==> src/rtl/unpool_pkg.sv <==
// Shared definitions for the unpool (upsampling) stage:
// state encodings, legal window sizes and default geometry.
package unpool_pkg;

    localparam int DEF_DESIGN_SIZE   = 4;
    localparam int DEF_DWIDTH        = 8;
    localparam int DEF_MAX_BITS_POOL = 3;
    localparam int DEF_COUNT_W       = 16;

    // Sub-word index width; the largest legal window is 4.
    localparam int K_W = 2;

    localparam int WIN1 = 1;
    localparam int WIN2 = 2;
    localparam int WIN4 = 4;

    typedef enum logic [1:0] {
        UNPOOL_IDLE   = 2'd0,
        UNPOOL_EXPAND = 2'd1,
        UNPOOL_DONE   = 2'd2
    } unpool_state_t;

    function automatic logic win_legal(input int w);
        return (w == WIN1) || (w == WIN2) || (w == WIN4);
    endfunction

endpackage

==> src/rtl/unpool_lane_select.sv <==
// Combinational lane mapper: builds sub-word k of the expanded word.
// Ports: hold (latched input word), k (sub-word index), win (legal
// window 1/2/4), out_data (expanded word). Macro UNPOOL_ZERO_FILL_EN
// selects zero-insertion instead of replication.
module unpool_lane_select
    import unpool_pkg::*;
#(
    parameter int DESIGN_SIZE   = DEF_DESIGN_SIZE,
    parameter int DWIDTH        = DEF_DWIDTH,
    parameter int MAX_BITS_POOL = DEF_MAX_BITS_POOL
) (
    input  logic [DESIGN_SIZE*DWIDTH-1:0] hold,
    input  logic [K_W-1:0]                k,
    input  logic [MAX_BITS_POOL-1:0]      win,
    output logic [DESIGN_SIZE*DWIDTH-1:0] out_data
);

    localparam int LG_DS = $clog2(DESIGN_SIZE);

    // Windows are powers of two, so the divisions reduce to shifts:
    // src = k*(DESIGN_SIZE/W) + j/W.
    always_comb begin
        int sh;
        int src;
        sh = (int'(win) == WIN4) ? 2 : (int'(win) == WIN2) ? 1 : 0;
        src = 0;
        out_data = '0;
        for (int j = 0; j < DESIGN_SIZE; j++) begin
            src = (int'(k) << (LG_DS - sh)) + (j >> sh);
            out_data[j*DWIDTH +: DWIDTH] = hold[src*DWIDTH +: DWIDTH];
`ifdef UNPOOL_ZERO_FILL_EN
            if ((j & ((1 << sh) - 1)) != 0)
                out_data[j*DWIDTH +: DWIDTH] = '0;
`endif
        end
    end

endmodule

==> src/rtl/unpool.sv <==
// Upsampling stage: expands each accepted input word into W output
// words with valid/ready on both sides; raises done_unpool after
// total_out_words outputs. Ports: clk, reset (async, active-low),
// enable_unpool (0 = bypass), unpool_window_size, total_out_words,
// in_data/in_valid/in_ready, out_data/out_valid/out_ready,
// done_unpool, bad_window (sticky). Optional macro:
// UNPOOL_ZERO_FILL_EN (zero-insertion in the lane mapper).
module unpool
    import unpool_pkg::*;
#(
    parameter int DESIGN_SIZE   = DEF_DESIGN_SIZE,
    parameter int DWIDTH        = DEF_DWIDTH,
    parameter int MAX_BITS_POOL = DEF_MAX_BITS_POOL,
    parameter int COUNT_W       = DEF_COUNT_W
) (
    input  logic                          clk,
    input  logic                          reset,
    input  logic                          enable_unpool,
    input  logic [MAX_BITS_POOL-1:0]      unpool_window_size,
    input  logic [COUNT_W-1:0]            total_out_words,
    input  logic [DESIGN_SIZE*DWIDTH-1:0] in_data,
    input  logic                          in_valid,
    output logic                          in_ready,
    output logic [DESIGN_SIZE*DWIDTH-1:0] out_data,
    output logic                          out_valid,
    input  logic                          out_ready,
    output logic                          done_unpool,
    output logic                          bad_window
);

    localparam int DW = DESIGN_SIZE * DWIDTH;

    unpool_state_t          state;
    unpool_state_t          state_nxt;
    logic [DW-1:0]          hold_q;
    logic [K_W-1:0]         k_q;
    logic [MAX_BITS_POOL-1:0] win_q;
    logic [COUNT_W-1:0]     cnt_q;
    logic                   bad_q;

    logic [DW-1:0]          sel_data;
    logic [MAX_BITS_POOL-1:0] win_in;
    logic                   win_ok;
    logic                   last_k;
    logic                   finishing;
    logic [COUNT_W-1:0]     cnt_inc;
    logic                   accept;
    logic                   out_fire;
    logic                   fsm_in_ready;
    logic                   fsm_out_valid;
    logic                   fsm_done;

    unpool_lane_select #(
        .DESIGN_SIZE   (DESIGN_SIZE),
        .DWIDTH        (DWIDTH),
        .MAX_BITS_POOL (MAX_BITS_POOL)
    ) u_lane_select (
        .hold     (hold_q),
        .k        (k_q),
        .win      (win_q),
        .out_data (sel_data)
    );

    // Illegal windows fall back to W=1 so the word passes unexpanded.
    always_comb begin
        win_ok    = win_legal(int'(unpool_window_size));
        win_in    = win_ok ? unpool_window_size
                           : MAX_BITS_POOL'(WIN1);
        last_k    = (k_q == K_W'(win_q - 1'b1));
        cnt_inc   = cnt_q + 1'b1;
        finishing = (cnt_inc == total_out_words);
    end

    always_comb begin
        state_nxt     = state;
        accept        = 1'b0;
        out_fire      = 1'b0;
        fsm_in_ready  = 1'b0;
        fsm_out_valid = 1'b0;
        fsm_done      = 1'b0;
        unique case (state)
            UNPOOL_IDLE: begin
                if (total_out_words == '0) begin
                    state_nxt = UNPOOL_DONE;
                end else begin
                    fsm_in_ready = 1'b1;
                    if (in_valid) begin
                        accept    = 1'b1;
                        state_nxt = UNPOOL_EXPAND;
                    end
                end
            end
            UNPOOL_EXPAND: begin
                fsm_out_valid = 1'b1;
                if (out_ready) begin
                    out_fire = 1'b1;
                    if (finishing) begin
                        state_nxt = UNPOOL_DONE;
                    end else if (last_k) begin
                        // Back-to-back: take the next word on the last beat.
                        fsm_in_ready = 1'b1;
                        if (in_valid) accept = 1'b1;
                        else          state_nxt = UNPOOL_IDLE;
                    end
                end
            end
            UNPOOL_DONE: begin
                fsm_done = 1'b1;
            end
            default: begin
                state_nxt = UNPOOL_IDLE;
            end
        endcase
    end

    always_ff @(posedge clk or negedge reset) begin
        if (!reset) begin
            state  <= UNPOOL_IDLE;
            hold_q <= '0;
            k_q    <= '0;
            win_q  <= MAX_BITS_POOL'(WIN1);
            cnt_q  <= '0;
            bad_q  <= 1'b0;
        end else if (!enable_unpool) begin
            state <= UNPOOL_IDLE;
            k_q   <= '0;
            cnt_q <= '0;
        end else begin
            state <= state_nxt;
            if (accept) begin
                hold_q <= in_data;
                k_q    <= '0;
                win_q  <= win_in;
                if (!win_ok) bad_q <= 1'b1;
            end else if (out_fire && !last_k) begin
                k_q <= k_q + 1'b1;
            end
            if (out_fire) cnt_q <= cnt_inc;
        end
    end

    // Outputs are forced low while reset is held, including the
    // combinational bypass path.
    always_comb begin
        out_data    = '0;
        out_valid   = 1'b0;
        in_ready    = 1'b0;
        done_unpool = 1'b0;
        if (reset) begin
            if (!enable_unpool) begin
                out_data    = in_data;
                out_valid   = in_valid;
                in_ready    = out_ready;
                done_unpool = 1'b1;
            end else begin
                out_data    = (state == UNPOOL_EXPAND) ? sel_data : '0;
                out_valid   = fsm_out_valid;
                in_ready    = fsm_in_ready;
                done_unpool = fsm_done;
            end
        end
    end

    assign bad_window = bad_q;

endmodule

==> config.mk <==
export PLATFORM = sky130hd
export DESIGN_NAME = unpool
export DESIGN_NICKNAME = d
export VERILOG_FILES = /design/src/rtl/unpool_pkg.sv /design/src/rtl/unpool_lane_select.sv /design/src/rtl/unpool.sv
export SDC_FILE = /design/constraint.sdc
export NUM_CORES = 1
export LEC_CHECK = 0
export CORE_MARGIN = 2
export CORE_UTILIZATION = 60
export DETAILED_ROUTE_END_ITERATION = 6
export PLACE_DENSITY_LB_ADDON = 0.1
export SLEW_MARGIN = 20
export SYNTH_ARGS = -nofsm -noshare
export SYNTH_HDL_FRONTEND = slang
export SYNTH_HIERARCHICAL = 1
export SYNTH_SLANG_ARGS = --single-unit
==> constraint.sdc <==
create_clock -name clk -period 8.2 [get_ports clk]
set_input_delay 0.82 -clock clk [delete_from_list [all_inputs] [get_ports clk]]
set_output_delay 0.82 -clock clk [all_outputs]
set_load 0.03 [all_outputs]
==> impl_metrics.yaml <==
yosys:
  postSynthAreaPerCell_um2: 9.33
  synth_edf_count: 0
  synth_area_um2: 5790
  yosys-top-cells-area: "dfrtp_1 (24%), mux2_4 (7.3%), a22oi_1 (5.2%)"
  synth_top_cell_by_area: "dfrtp_1"
  yosysWarnings: 6
  ys_seq_area_frac: 0.242
  ys_ff_latch: 56
  async_reset_ff_frac: 1.00
  ys_types: 74
  netlist.area_leader.share: 0.238
  synth_flop_cell: "dfrtp_1"
  postSynthCellCount: 620
cts:
  ctsRootBufferMaster: "clkbuf_8"
  clock_latency_ns: 0.33
  clock_sinks: 56
  clock_tree.buffer_depth: 2
  cts_buffers: 5
  cts_tree: "yes"
  ctsHoldBuffers: 0
  postCtsSetupRepairBufs: 0
  path_clk_slew_ns: 0.11
  cts_resized: 0
  htree_num_levels: 2
setup_path:
  critPathCaptureType: "output pin"
  crit_required_ns: 7.38
  startpoint: "k_q[0]"
  arrival_ns: 5.37
  r2r_start: "cnt_q[0]"
  cp-start-kind: "flip-flop"
  cp_slowest_cell: "dfrtp_1"
  crit_path_max_incr_delay_ns: 1.03
  worstPathCellList: "nand3b_1 -> a21oi_1 -> inv_1 -> fa_1 -> o21ai_0 -> a211o_1 -> a211oi_1 -> a22oi_1 -> nor2b_1 -> clkdlybuf4s50_1"
  crit_fanout: 33
  critical_path_class: "reg2out"
place:
  post-dp-hpwl_um: 11700
  routabilityCongestion: 0.918
  portBuffers: 91
hold_path:
  hold_path.class: "in2async"
grt:
  grt_pass1_vias: 5291
  grt_pass1_wl_um: 27100
  grt_util_all_layers: 0.334
  antenna_found_initial: 1
  grt_max_degree: 84
  grt_overflow: 0
detailed_routing:
  dr.pass1.iters: 6
  drtAntennaViolNets: 0
  vias: 5466
  drc: 0
  drtIter0Drc: 457
  postRouteWirelength_um: 17200
  drt-vias-per-instance: 6.80
  wl_per_cell_um: 21.3
power:
  peakVddDrop_mv: 0.114
  seqPwrFrac: 0.392
  p_int_w: 0.000641
  leakage_nw: 2.41
  switching_share: 0.409
  powerDensity_nw_per_um2: 162
  p_clk_frac: 0.152
  p_sw_w: 0.000444
  combPwrFrac: 0.456
timing:
  tns_ns: 0
  clock_skew_ns: 0.00882
  fmax_mhz: 162
  hold_violations: 0
  fin_crit_ns: 6.19
  rsz0062_at_grt: "false"
  finalSetupViolations: 0
  drv_slew: 0
  slew_headroom: 0.258
  period_share: 0.755
  worst_pin_slew_ns: 1.11
finish:
  final_layout_size_suffix_gt1_frac: 0.147
  finish.utilization: 0.723
  final_cell_mix: "clkdlybuf4s50_1 (90), dfrtp_1 (55), nor2b_1 (46), a22oi_1 (40), nor2_1 (38)"
  layout-area-overhead-vs-synth_pct: 16.0
  nNetsFinal: 734
  final_common_cell: "clkdlybuf4s50_1"
floorplanning:
  dieHeight_um: 102
  die_w_um: 102
  die_area_um2: 10400
  fp-row-count: 35
  start_util: 0.623
  ios: 92
  coreArea_um2: 9280
status:
  status: "completed"
job:
  cap_viol_max_count: 0
## power groups by stage
stage               Combinational, W  Clock, W  Sequential [W]
finish                      0.000495  0.000164        0.000425
global route                0.000526  0.000178        0.000431
CTS                         0.000486  0.000167        0.000419
detailed placement          0.000482         0        0.000424
global placement            0.000469         0        0.000421
floorplan                   0.000375         0        0.000370
## cells by family after synthesis
| family | after synthesis | share of synthesized area |
|---|---|---|
| and+or+nand+nor | 200 | 0.210 |
| muxes | 62 | 0.172 |
| buffers and inverters | 66 | 0.0590 |
| adders and majority gates | 5 | 0.0134 |
| DFF | 56 | 0.242 |
| xor gates and xnor gates | 40 | 0.0670 |
| AOI/OAI and AO/OA | 189 | 0.235 |
| other | 2 | 0.00130 |
## synth_stat cells, drive strengths merged (3+ instances only)
master,number
dfrtp,55
nor2b,50
a22oi,41
nor2,39
mux2,35
buf,34
a21oi,32
o21ai,32
xnor2,25
a211oi,18
clkbuf,18
nand2,18
mux4,16
nor3,15
xor2,15
inv,14
nor3b,13
or2,13
a21o,11
mux2i,11
a221oi,10
nand3,10
nor4,10
a211o,9
o21a,9
o211ai,8
o311ai,8
nand4,7
nand2b,6
and4b,3
ha,3
nand3b,3
## worst max-delay path, delay by kind of cell, from the launching register on
family | cells | cell delay, ns
buffers and inverters | 2 | 0.79
DFF | 1 | 1.03
and+or+nand+nor | 2 | 0.81
adders and majority gates | 1 | 0.93
AOI/OAI and AO/OA | 5 | 1.47
## area by class of cell
cell class	count	area, um^2
multi-input combinational	499	4050
fill	734	2570
sequential	56	1400
timing repair buffer	97	953
tap	129	161
clock buffer	6	72.6
inverter	14	52.6
clock inverter	2	16.3
antenna	1	2.50
## worst paths after layout
kind,endpoint,slack (ns),cells past startpoint
worst max-delay path,out_data[21],2.01,10
worst min-delay path,state[1],0.28,1
worst max register to register,hold_q[6],4.68,10
worst min register to register,bad_window,0.47,1
max in group asynchronous,cnt_q[9],6.81,2
min in group clk,bad_window,0.47,1
## routing by layer
| layer | routed length [um] | track usage | up-vias |
|---|---|---|---|
| met5 | 0 | 0 | - |
| met3 | 1590 | 0.0711 | 58 |
| li1 | - | - | 2442 |
| met2 | 7810 | 0.520 | 313 |
| met1 | 7230 | 0.458 | 2653 |
| met4 | 527 | 0.129 | 0 |
## stage by stage
stage / total power, W / worst slack (ns) / hold slack [ns] / cell area (um^2) / instances
2_1_floorplan: 0.000745 / 3.78 / 0.521 / 5790 / 621
3_3_place_gp: 0.000890 / 2.76 / 0.443 / 6620 / 795
3_5_place_dp: 0.000906 / 2.57 / 0.447 / 6620 / 795
4_1_cts: 0.00107 / 2.15 / 0.271 / 6710 / 803
5_1_grt: 0.00114 / 1.58 / 0.271 / 6710 / 803
6_report: 0.00108 / 2.01 / 0.276 / 6710 / 804
## registers in the layout, summed over array words and instances, names as in the netlist
name and count:
win_q 3, hold_q 32, state 2, k_q 2, cnt_q 16, bad_window 1
No activity file was read; power rests on OpenSTA's default activity.
